==> src/rtl/pipeline_pkg.sv <==
// ---------------------------------------------------------------------------
// pipeline_pkg
//   Shared types and constants for the 5-stage pipeline hazard controller.
//   - state_t        : hazard-controller FSM states (HOLD, RUN, DWAIT)
//   - FWD_*          : operand forward-select encodings for the E stage
//   - REG_ADDR_WIDTH_DEFAULT : default register-index width
// ---------------------------------------------------------------------------
package pipeline_pkg;

   localparam int REG_ADDR_WIDTH_DEFAULT = 5;

   typedef enum logic [1:0] {
      HOLD  = 2'd0,
      RUN   = 2'd1,
      DWAIT = 2'd2
   } state_t;

   localparam logic [1:0] FWD_RF = 2'b00;  // operand from register file
   localparam logic [1:0] FWD_W  = 2'b01;  // operand from writeback result
   localparam logic [1:0] FWD_M  = 2'b10;  // operand from memory-stage ALU result

endpackage

==> src/rtl/pipeline_hazard_ctrl_forward_unit.sv <==
// ---------------------------------------------------------------------------
// forward_unit
//   Purely combinational operand-forward selector for one E-stage source.
//   Ports:
//     i_en          : forwarding allowed (controller not holding after reset)
//     i_rs          : E-stage source register index
//     i_rd_m        : M-stage destination, i_reg_write_m : M writes the RF
//     i_rd_w        : W-stage destination, i_reg_write_w : W writes the RF
//     o_fwd         : FWD_RF / FWD_W / FWD_M
//   The M result is younger than the W result, so it wins when both match.
//   Register x0 is hard-wired to zero and is never forwarded.
// ---------------------------------------------------------------------------
module forward_unit
   import pipeline_pkg::*;
#(
   parameter int REG_ADDR_WIDTH = REG_ADDR_WIDTH_DEFAULT
) (
   input  logic                      i_en,
   input  logic [REG_ADDR_WIDTH-1:0] i_rs,
   input  logic [REG_ADDR_WIDTH-1:0] i_rd_m,
   input  logic                      i_reg_write_m,
   input  logic [REG_ADDR_WIDTH-1:0] i_rd_w,
   input  logic                      i_reg_write_w,
   output logic [1:0]                o_fwd
);

   logic w_hit_m;
   logic w_hit_w;

   assign w_hit_m = i_reg_write_m && (i_rd_m != '0) && (i_rd_m == i_rs);
   assign w_hit_w = i_reg_write_w && (i_rd_w != '0) && (i_rd_w == i_rs);

   always_comb begin
      o_fwd = FWD_RF;
      if (i_en) begin
         if (w_hit_m) begin
            o_fwd = FWD_M;
         end else if (w_hit_w) begin
            o_fwd = FWD_W;
         end
      end
   end

endmodule

==> src/rtl/pipeline_hazard_ctrl.sv <==
// ---------------------------------------------------------------------------
// pipeline_hazard_ctrl
//   Central stall / flush / forward controller for a 5-stage RISC-V pipeline
//   (F, D, E, M, W). Drives the enable (Stall*) and clear (Flush*) inputs of
//   the IF/ID, ID/EX, EX/MEM and MEM/WB registers.
//
//   Ports:
//     clk, rst_n              : clock (rising edge), async active-low reset
//     Rs1D, Rs2D              : decode-stage source registers
//     Rs1E, Rs2E, RdE, LoadE  : execute-stage sources, destination, is-load
//     RdM, RegWriteM          : memory-stage destination / RF write
//     RdW, RegWriteW          : writeback-stage destination / RF write
//     PCSrcE                  : branch taken / jump resolved in E
//     imem_ready              : fetch data valid this cycle
//     dmem_req, dmem_ready    : M-stage memory access / completion
//     StallF/D/E/M            : hold the corresponding stage register
//     FlushD/E/W              : clear the corresponding stage register
//     ForwardAE, ForwardBE    : operand forward selects (see pipeline_pkg)
//     state_o                 : FSM state for debug
//     stall_cnt, flush_cnt    : wrapping performance counters
//
//   Memory handshake: a data access is outstanding in any cycle where
//   dmem_req=1 and dmem_ready=0; it completes in the cycle dmem_ready=1, and
//   a request that drops (dmem_req=0) counts as completed. Fetch is valid
//   only in cycles with imem_ready=1; there is no request qualifier on it.
//
//   FSM: HOLD (pipeline flushed for RESET_HOLD cycles after reset),
//        RUN (normal hazard resolution), DWAIT (frozen on data memory).
// ---------------------------------------------------------------------------
module pipeline_hazard_ctrl
   import pipeline_pkg::*;
#(
   parameter int REG_ADDR_WIDTH = REG_ADDR_WIDTH_DEFAULT,
   parameter int RESET_HOLD     = 4,
   parameter int CNT_WIDTH      = 32
) (
   input  logic                      clk,
   input  logic                      rst_n,
   input  logic [REG_ADDR_WIDTH-1:0] Rs1D,
   input  logic [REG_ADDR_WIDTH-1:0] Rs2D,
   input  logic [REG_ADDR_WIDTH-1:0] Rs1E,
   input  logic [REG_ADDR_WIDTH-1:0] Rs2E,
   input  logic [REG_ADDR_WIDTH-1:0] RdE,
   input  logic                      LoadE,
   input  logic [REG_ADDR_WIDTH-1:0] RdM,
   input  logic                      RegWriteM,
   input  logic [REG_ADDR_WIDTH-1:0] RdW,
   input  logic                      RegWriteW,
   input  logic                      PCSrcE,
   input  logic                      imem_ready,
   input  logic                      dmem_req,
   input  logic                      dmem_ready,
   output logic                      StallF,
   output logic                      StallD,
   output logic                      StallE,
   output logic                      StallM,
   output logic                      FlushD,
   output logic                      FlushE,
   output logic                      FlushW,
   output logic [1:0]                ForwardAE,
   output logic [1:0]                ForwardBE,
   output logic [1:0]                state_o,
   output logic [CNT_WIDTH-1:0]      stall_cnt,
   output logic [CNT_WIDTH-1:0]      flush_cnt
);

   // Hold counter only has to reach RESET_HOLD-1.
   localparam int HOLD_CNT_W = (RESET_HOLD > 1) ? $clog2(RESET_HOLD) : 1;
   localparam logic [HOLD_CNT_W-1:0] HOLD_LAST = HOLD_CNT_W'(RESET_HOLD - 1);

   state_t                r_state;
   state_t                w_next_state;
   logic [HOLD_CNT_W-1:0] r_hold_cnt;
   logic [CNT_WIDTH-1:0]  r_stall_cnt;
   logic [CNT_WIDTH-1:0]  r_flush_cnt;

   logic w_dmem_wait;
   logic w_load_use;
   logic w_active;

   // A dropped request is treated as completed, so one term covers both
   // entering DWAIT from RUN and staying in DWAIT.
   assign w_dmem_wait = dmem_req && !dmem_ready;
   assign w_load_use  = LoadE && (RdE != '0) && ((RdE == Rs1D) || (RdE == Rs2D));
   assign w_active    = (r_state != HOLD);

   // ---------------- state register + hold counter ----------------
   always_ff @(posedge clk or negedge rst_n) begin
      if (!rst_n) begin
         r_state <= HOLD;
      end else begin
         r_state <= w_next_state;
      end
   end

   always_ff @(posedge clk or negedge rst_n) begin
      if (!rst_n) begin
         r_hold_cnt <= '0;
      end else if (r_state == HOLD) begin
         r_hold_cnt <= r_hold_cnt + HOLD_CNT_W'(1);
      end
   end

   // ---------------- next-state logic ----------------
   always_comb begin
      w_next_state = r_state;
      case (r_state)
         HOLD:    w_next_state = (r_hold_cnt == HOLD_LAST) ? RUN : HOLD;
         RUN:     w_next_state = w_dmem_wait ? DWAIT : RUN;
         DWAIT:   w_next_state = w_dmem_wait ? DWAIT : RUN;
         default: w_next_state = HOLD;
      endcase
   end

   // ---------------- output logic ----------------
   // RUN and DWAIT share one priority chain: in DWAIT the freeze persists
   // while the access is outstanding, and the completing cycle falls
   // through to the redirect / load-use / fetch-wait checks.
   always_comb begin
      StallF = 1'b0;
      StallD = 1'b0;
      StallE = 1'b0;
      StallM = 1'b0;
      FlushD = 1'b0;
      FlushE = 1'b0;
      FlushW = 1'b0;
      case (r_state)
         RUN, DWAIT: begin
            if (w_dmem_wait) begin
               // Freeze F..M; MEM/WB gets a bubble so W does not retire twice.
               StallF = 1'b1;
               StallD = 1'b1;
               StallE = 1'b1;
               StallM = 1'b1;
               FlushW = 1'b1;
            end else if (PCSrcE) begin
               // Redirect: squash the two wrong-path instructions; fetch the target.
               FlushD = 1'b1;
               FlushE = 1'b1;
            end else if (w_load_use) begin
               // One bubble into E while the dependent instruction waits in D.
               StallF = 1'b1;
               StallD = 1'b1;
               FlushE = 1'b1;
            end else if (!imem_ready) begin
               StallF = 1'b1;
               FlushD = 1'b1;
            end
         end
         default: begin
            StallF = 1'b1;
            FlushD = 1'b1;
            FlushE = 1'b1;
         end
      endcase
   end

   // ---------------- performance counters ----------------
   always_ff @(posedge clk or negedge rst_n) begin
      if (!rst_n) begin
         r_stall_cnt <= '0;
         r_flush_cnt <= '0;
      end else if (w_active) begin
         if (StallF) begin
            r_stall_cnt <= r_stall_cnt + CNT_WIDTH'(1);
         end
         if (FlushD || FlushE) begin
            r_flush_cnt <= r_flush_cnt + CNT_WIDTH'(1);
         end
      end
   end

   assign stall_cnt = r_stall_cnt;
   assign flush_cnt = r_flush_cnt;
   assign state_o   = r_state;

   // ---------------- forwarding ----------------
   forward_unit #(
      .REG_ADDR_WIDTH (REG_ADDR_WIDTH)
   ) u_fwd_a (
      .i_en          (w_active),
      .i_rs          (Rs1E),
      .i_rd_m        (RdM),
      .i_reg_write_m (RegWriteM),
      .i_rd_w        (RdW),
      .i_reg_write_w (RegWriteW),
      .o_fwd         (ForwardAE)
   );

   forward_unit #(
      .REG_ADDR_WIDTH (REG_ADDR_WIDTH)
   ) u_fwd_b (
      .i_en          (w_active),
      .i_rs          (Rs2E),
      .i_rd_m        (RdM),
      .i_reg_write_m (RegWriteM),
      .i_rd_w        (RdW),
      .i_reg_write_w (RegWriteW),
      .o_fwd         (ForwardBE)
   );

endmodule

==> config.mk <==
export PLATFORM = sky130hd
export DESIGN_NAME = pipeline_hazard_ctrl
export DESIGN_NICKNAME = d
export VERILOG_FILES = /design/src/rtl/pipeline_pkg.sv /design/src/rtl/pipeline_hazard_ctrl_forward_unit.sv /design/src/rtl/pipeline_hazard_ctrl.sv
export SDC_FILE = /design/constraint.sdc
export NUM_CORES = 1
export LEC_CHECK = 0
export ABC_AREA = 1
export CORE_ASPECT_RATIO = 1.5
export CORE_MARGIN = 2
export CORE_UTILIZATION = 40
export DETAILED_ROUTE_END_ITERATION = 10
export GPL_ROUTABILITY_DRIVEN = 1
export GPL_TIMING_DRIVEN = 0
export MAX_ROUTING_LAYER = met4
export PLACE_DENSITY = 0.7
export SETUP_SLACK_MARGIN = 0.15
export SYNTH_ARGS = -nofsm -noshare
export SYNTH_HDL_FRONTEND = slang
export SYNTH_SLANG_ARGS = --single-unit
==> constraint.sdc <==
create_clock -name clk -period 2.8 [get_ports clk]
set_clock_uncertainty 0.1 [all_clocks]
set_input_delay 0.42 -clock clk [delete_from_list [all_inputs] [get_ports clk]]
set_output_delay 0.42 -clock clk [all_outputs]
set_load 0.005 [all_outputs]
### Word-level counts from Yosys, hierarchy flattened

Index checks and enable logic that the tools add are counted.

* flip-flop bits (word level): 68
* word-level logic and storage cells: 63

* add/subtract/negate cells: 3
* equality and inequality tests: 9
* multiplexer cells: 27
* reduce and logical (&&, ||, !) cells: 20

Operators with widths (count)
* 32-bit by 1-bit adder with 32-bit output, second input constant: 2
* 5-bit == test: 6
* 1-bit two-way mux: 21
* 5-bit nonzero test: 3
* 2-bit two-way mux: 5
* 1-bit logical AND: 9
* 2-bit == test, second input constant: 2
* 2-bit case mux with 2 select lines: 1
* 2-bit AND reduction: 2
* 2-bit by 1-bit adder with 2-bit output, second input constant: 1
* 2-bit by 1-bit == test with 1-bit output, second input constant: 1
* 2-bit zero test: 1
* 1-bit logical OR: 2
* 2-bit nonzero test: 1
* 2-bit OR reduction: 1
* 1-bit zero test: 1

### Longest topological paths before layout

* depth in word-level cells: 9
* gate-level depth with buffers: 14
* depth with buffers taken out: 13

### Hierarchy

From an unflattened synthesis, not the netlist that was laid out.

* cell total of the unflattened synthesis: 783
* area total of the unflattened synthesis: 5113.7 sq um

Modules (own cells, without submodules)
* pipeline_hazard_ctrl: instances 1, cells each 663, area each 4633.2 sq um
* forward_unit: instances 2, cells each 60, area each 240.2 sq um

### Worst setup path after synthesis

No wires, ideal clock.

* kind: reg-to-reg
* start point: register r_state[0] (netlist: state_o[0])
* end point: register r_flush_cnt[26] (netlist: flush_cnt[26])
* library setup time: 0.117 ns
* data arrival time: 1.643 ns
* slack: 0.940 ns
* cell stages (with the launch flop): 12
* buffers on the path: 2
* cells stage by stage: dfrtp_1 inv_1 ha_1 inv_1 nor2_1 inv_1 nand3_2 nand2_4 buf_12 buf_12 nand3_1 nand2_1

* cells in the longest elaborated chain, start to end: 5

RTL lines
* from (decl): line pipeline_hazard_ctrl.sv:71 `state_t r_state;`
* from (signal assigned): line pipeline_hazard_ctrl.sv:92 `r_state <= w_next_state;`
* 2-bit by 1-bit == test with 1-bit output or 2-bit == test (tied branches): line pipeline_hazard_ctrl.sv:127 `case (r_state)`
* 2-bit OR reduction (no line)
* 1-bit two-way mux: line pipeline_hazard_ctrl.sv:127
* 1-bit logical OR: line pipeline_hazard_ctrl.sv:167 `if (FlushD || FlushE) begin`
* 2-bit AND reduction (no line) *
* to (signal assigned): line pipeline_hazard_ctrl.sv:168 `r_flush_cnt <= r_flush_cnt + CNT_WIDTH'(1);`
* to (decl): line pipeline_hazard_ctrl.sv:75 `logic [CNT_WIDTH-1:0] r_flush_cnt;`

Mark *: on every way between the ends. The rest lies on a longest branch, timed or not.
A chain may end at the register's enable or synchronous reset.

### Worst setup path in the final report

* start point: input Rs1E[2]
* end point: output ForwardAE[0]

* cells in the longest elaborated chain, start to end: 5

RTL lines
* from (decl): line pipeline_hazard_ctrl.sv:41 `input logic [REG_ADDR_WIDTH-1:0] Rs1E,`
* 5-bit == test: line pipeline_hazard_ctrl_forward_unit.sv:31 `assign w_hit_w = i_reg_write_w && (i_rd_w != '0) && (i_rd_w == i_rs);`
* 1-bit logical AND: line pipeline_hazard_ctrl_forward_unit.sv:31
* 1-bit two-way mux: line pipeline_hazard_ctrl_forward_unit.sv:38 `end else if (w_hit_w) begin`
* 2-bit two-way mux *: line pipeline_hazard_ctrl_forward_unit.sv:36 `if (w_hit_m) begin`
* 2-bit two-way mux *: line pipeline_hazard_ctrl_forward_unit.sv:35 `if (i_en) begin`
* to (decl): line pipeline_hazard_ctrl.sv:60 `output logic [1:0] ForwardAE,`

Marks and branches as above.

==> impl_summary.txt <==
----------------------------------------------------
[Die]
  Die boundary height ... 141 µm
  Initial Utilization ... 40.6%
  Floorplan die width ... 95.3 µm
  Die area ... 13400 µm²
  I/O pins ... 121
  Core Rows ... 50
  Floorplan core area ... roughly 12000 µm²

[Synth]
  Top cells by area in the synthesized netlist ... dfrtp_1, nand2_1, xor2_1
  Instance count of the mapped netlist ... 715
  Net Count, Synth ... 764
  Number of storage elements in the synthesis netlist ... 68
  Register area share after synthesis ... between 30% and 40%
  Number of distinct standard cells referenced by the synthesized netlist ... 33
  Synthesized area divided by synthesized cell count ... 7.00 µm²
  Post-synth design cell area ... between 5000 and 6000 µm²
  Ys Warns ... 0
  Yosys top cell area share ... 34.0%
  Leading area contributor after synthesis ... dfrtp_1

[Cells and area]
  Most common cell after layout, fill and taps aside ... nand2_1
  Most frequent cells in the layout ... nand2_1, clkdlybuf4s50_1, dfrtp_1
  Layout area overhead ... 35.3%
  Design area ... 6770 µm²
  Fraction of layout cells with a size suffix above 1 ... about 9.8%
  Net count of the finished layout ... 899
  # diodes ... 0
  Final Instance Count excl. Fillers ... 1011

[Route]
  Drt first-iter violations ... 203
  Antenna Nets Post-Route ... 0
  Average wire length per cell after detail routing ... 14.3 µm
  Post-Route WL ... 14400 µm
  DR vias ... 4982
  First drt pass iteration count ... 5
  Via-to-Cell Ratio ... 4.93
  Residual DRC count ... 0

[Critical path]
  Kind of cell adding the most delay to the critical path ... buffers and inverters
  Worst path bufs/invs ... 3
  Critical path arrival ... ~1.9 ns
  Kind of capture point of the worst setup path ... output pin
  Type of element launching the critical path ... input pin
  Flop2flop setup slack ... 0.60 ns
  Cells traversed along the worst timing path ... clkdlybuf4s50_1 -> xnor2_1 -> nand2_1 -> nor4_4 -> buf_4 -> nor3_1 -> dlygate4sd2_1
  Data required time of the worst path ... 2.28 ns
  Critical Path Max Stage Delay ... 0.51 ns
  Setup crit start ... Rs1E[2]
  Critical path type ... input pin to output pin
  Launch instance of the worst register-to-register path ... state_o[0]
  Slowest CP cell ... clkdlybuf4s50_1
  Maximum fanout along the worst path ... 2

[Power]
  Clk network pwr share ... 30.6%
  Sequential Power Share ... 31.3%
  Sw Ratio ... 37.1%
  Largest voltage drop on the vdd net ... between 400 and 500 µV
  Logic pwr share ... 38.1%
  Switching power total ... around 1.4 mW
  Leakage power total ... 3.12 nW
  Power density of the placed cells ... 562 nW/µm²
  Cell-internal power ... approximately 2.4 mW

[Placement]
  Placed cells ... slightly below 1000
  Routability Congestion ... 1.06
  Half-perimeter wire length after detailed placement ... 11300 µm
  Port Buf Inserts ... 120
  Placed inst area ... 6400 µm²

[Timing]
  Slew margin rel. ... 42.1%
  Portion of the clock cycle consumed by the worst path in the final layout ... 87.5%
  Hold Violations, Final ... 0
  Setup repair after global routing missed its margin ... no
  Least-Margin Pin Slew ... 0.868 ns
  Number of failing setup endpoints in the final timing report ... 0
  Max-slew violations ... 0
  Post-layout min period ... 2.45 ns
  F_max ... between 400 and 500 MHz

[Global routing]
  Pin count of the biggest net entering global routing ... 69
  Number of antenna violations at the first check in global routing ... 0
  Number of global-route vias before repair ... 4911
  Total track usage ... between 20% and 30%
  Wire length of the first global-routing pass ... around 23000 µm
  Global route total overflow ... 0

[CTS]
  Buffer type at the clock tree root ... clkbuf_16
  TritonCTS sink count ... slightly below 70
  TritonCTS clock tree ... done
  Number of H-tree branching levels ... 3
  CTS max path bufs ... 2
  Hold Buf Count CTS ... 0
  Total CTS buffers ... 9
  Clock latency at the later pin of the worst-skew pair ... roughly 0.34 ns
  Clk pin slew, worst setup/hold paths ... 0.05 ns

[Run status]
  Result of the run ... finished, final reports clean

[Job]
  Max Cap Violations ... 0

[Min path]
  Worst min-delay path category ... input pin to asynchronous set/reset pin

----------------------------------------------------
[worst paths after layout]
path                                  to  depth (start not counted)
min in group clk           r_hold_cnt[1]                          2
setup reg to reg            flush_cnt[1]                          7
setup / recovery            ForwardAE[0]                          7
hold reg to reg            r_hold_cnt[1]                          2
max in group asynchronous   flush_cnt[9]                          1
hold / removal              stall_cnt[0]                          1
[registers in the layout, summed over array words and instances, names as in the netlist]
| register | cells |
|---|---|
| state_o | 2 |
| stall_cnt | 32 |
| r_hold_cnt | 2 |
| flush_cnt | 32 |
[metal layers]
layer	track usage, %	up-vias	part of all wire (%)
met2	42.8	120	56
met5	-	-	0
li1	-	2537	-
met1	23.3	2290	37
met3	1.87	35	3.2
met4	10.4	0	3.4
[timing repair]
| action | CTS | global route |
|---|---|---|
| gates resized for setup | 21 | 13 |
| buffers inserted | 3 | 1 |
| pin swaps | 3 | 2 |
| setup endpoints to repair | 8 | 4 |
| hold endpoints to repair | 0 | 0 |
[power groups by stage]
stage               clock [mW]  sequential, mW  combinational (mW)
global route              1.22            1.21                1.60
CTS                       1.18            1.19                1.46
global placement             0            1.21                1.41
finish                    1.17            1.19                1.45
floorplan                    0            1.18               0.860
detailed placement           0            1.21                1.43
[cell type report]
class | count | area, µm²
tap | 156 | 195
multi-input combinational | 564 | 2930
clock inverter | 5 | 50.0
buffer | 22 | 198
fill | 1190 | 5550
inverter | 61 | 229
timing repair buffer | 124 | 1220
clock buffer | 11 | 253
sequential | 68 | 1700
[kinds of logic (layout without fill, tap and decap cells)]
group / after synthesis / in the layout / synth area share [%]
simple gates: 472 / 472 / 41.8
buf+inv: 83 / 223 / 8.45
xor+xnor: 71 / 71 / 12.4
flops: 68 / 68 / 34.0
compound gates: 16 / 16 / 2.10
fa+ha+maj: 5 / 5 / 1.25
[cells in the mapped netlist]
master	instances
a21oi_1	4
buf_1	2
buf_12	3
buf_2	5
buf_4	5
buf_6	5
clkbuf_1	2
dfrtp_1	68
ha_1	5
inv_1	57
inv_2	4
nand2_1	265
nand2_2	4
nand2_4	2
nand3_1	61
nand3_2	18
nand3b_1	1
nand4_1	9
nor2_1	70
nor2_2	1
nor2_4	1
nor3_1	32
nor3b_1	2
nor4_1	4
nor4_2	1
o211ai_1	2
o21ai_0	4
o21ai_2	4
o22ai_1	1
o41ai_1	1
or2_2	1
xnor2_1	28
xor2_1	43
[stage by stage]
step | setup TNS (ns) | total power, mW | util [%] | worst slack, ns | hold WS, ns
2_1_floorplan | 0 | 2.04 | - | 0.940 | 0.0244
3_3_place_gp | -78.54 | 2.62 | 51.9 | -1.16 | 0.362
3_5_place_dp | -0.236 | 2.64 | 51.9 | -0.180 | 0.372
4_1_cts | 0 | 3.83 | 54.6 | 0.0487 | 0.143
5_1_grt | 0 | 4.02 | 54.9 | 0.203 | 0.180
6_report | 0 | 3.81 | 54.9 | 0.350 | 0.101
(Power assumes the default switching activity.)
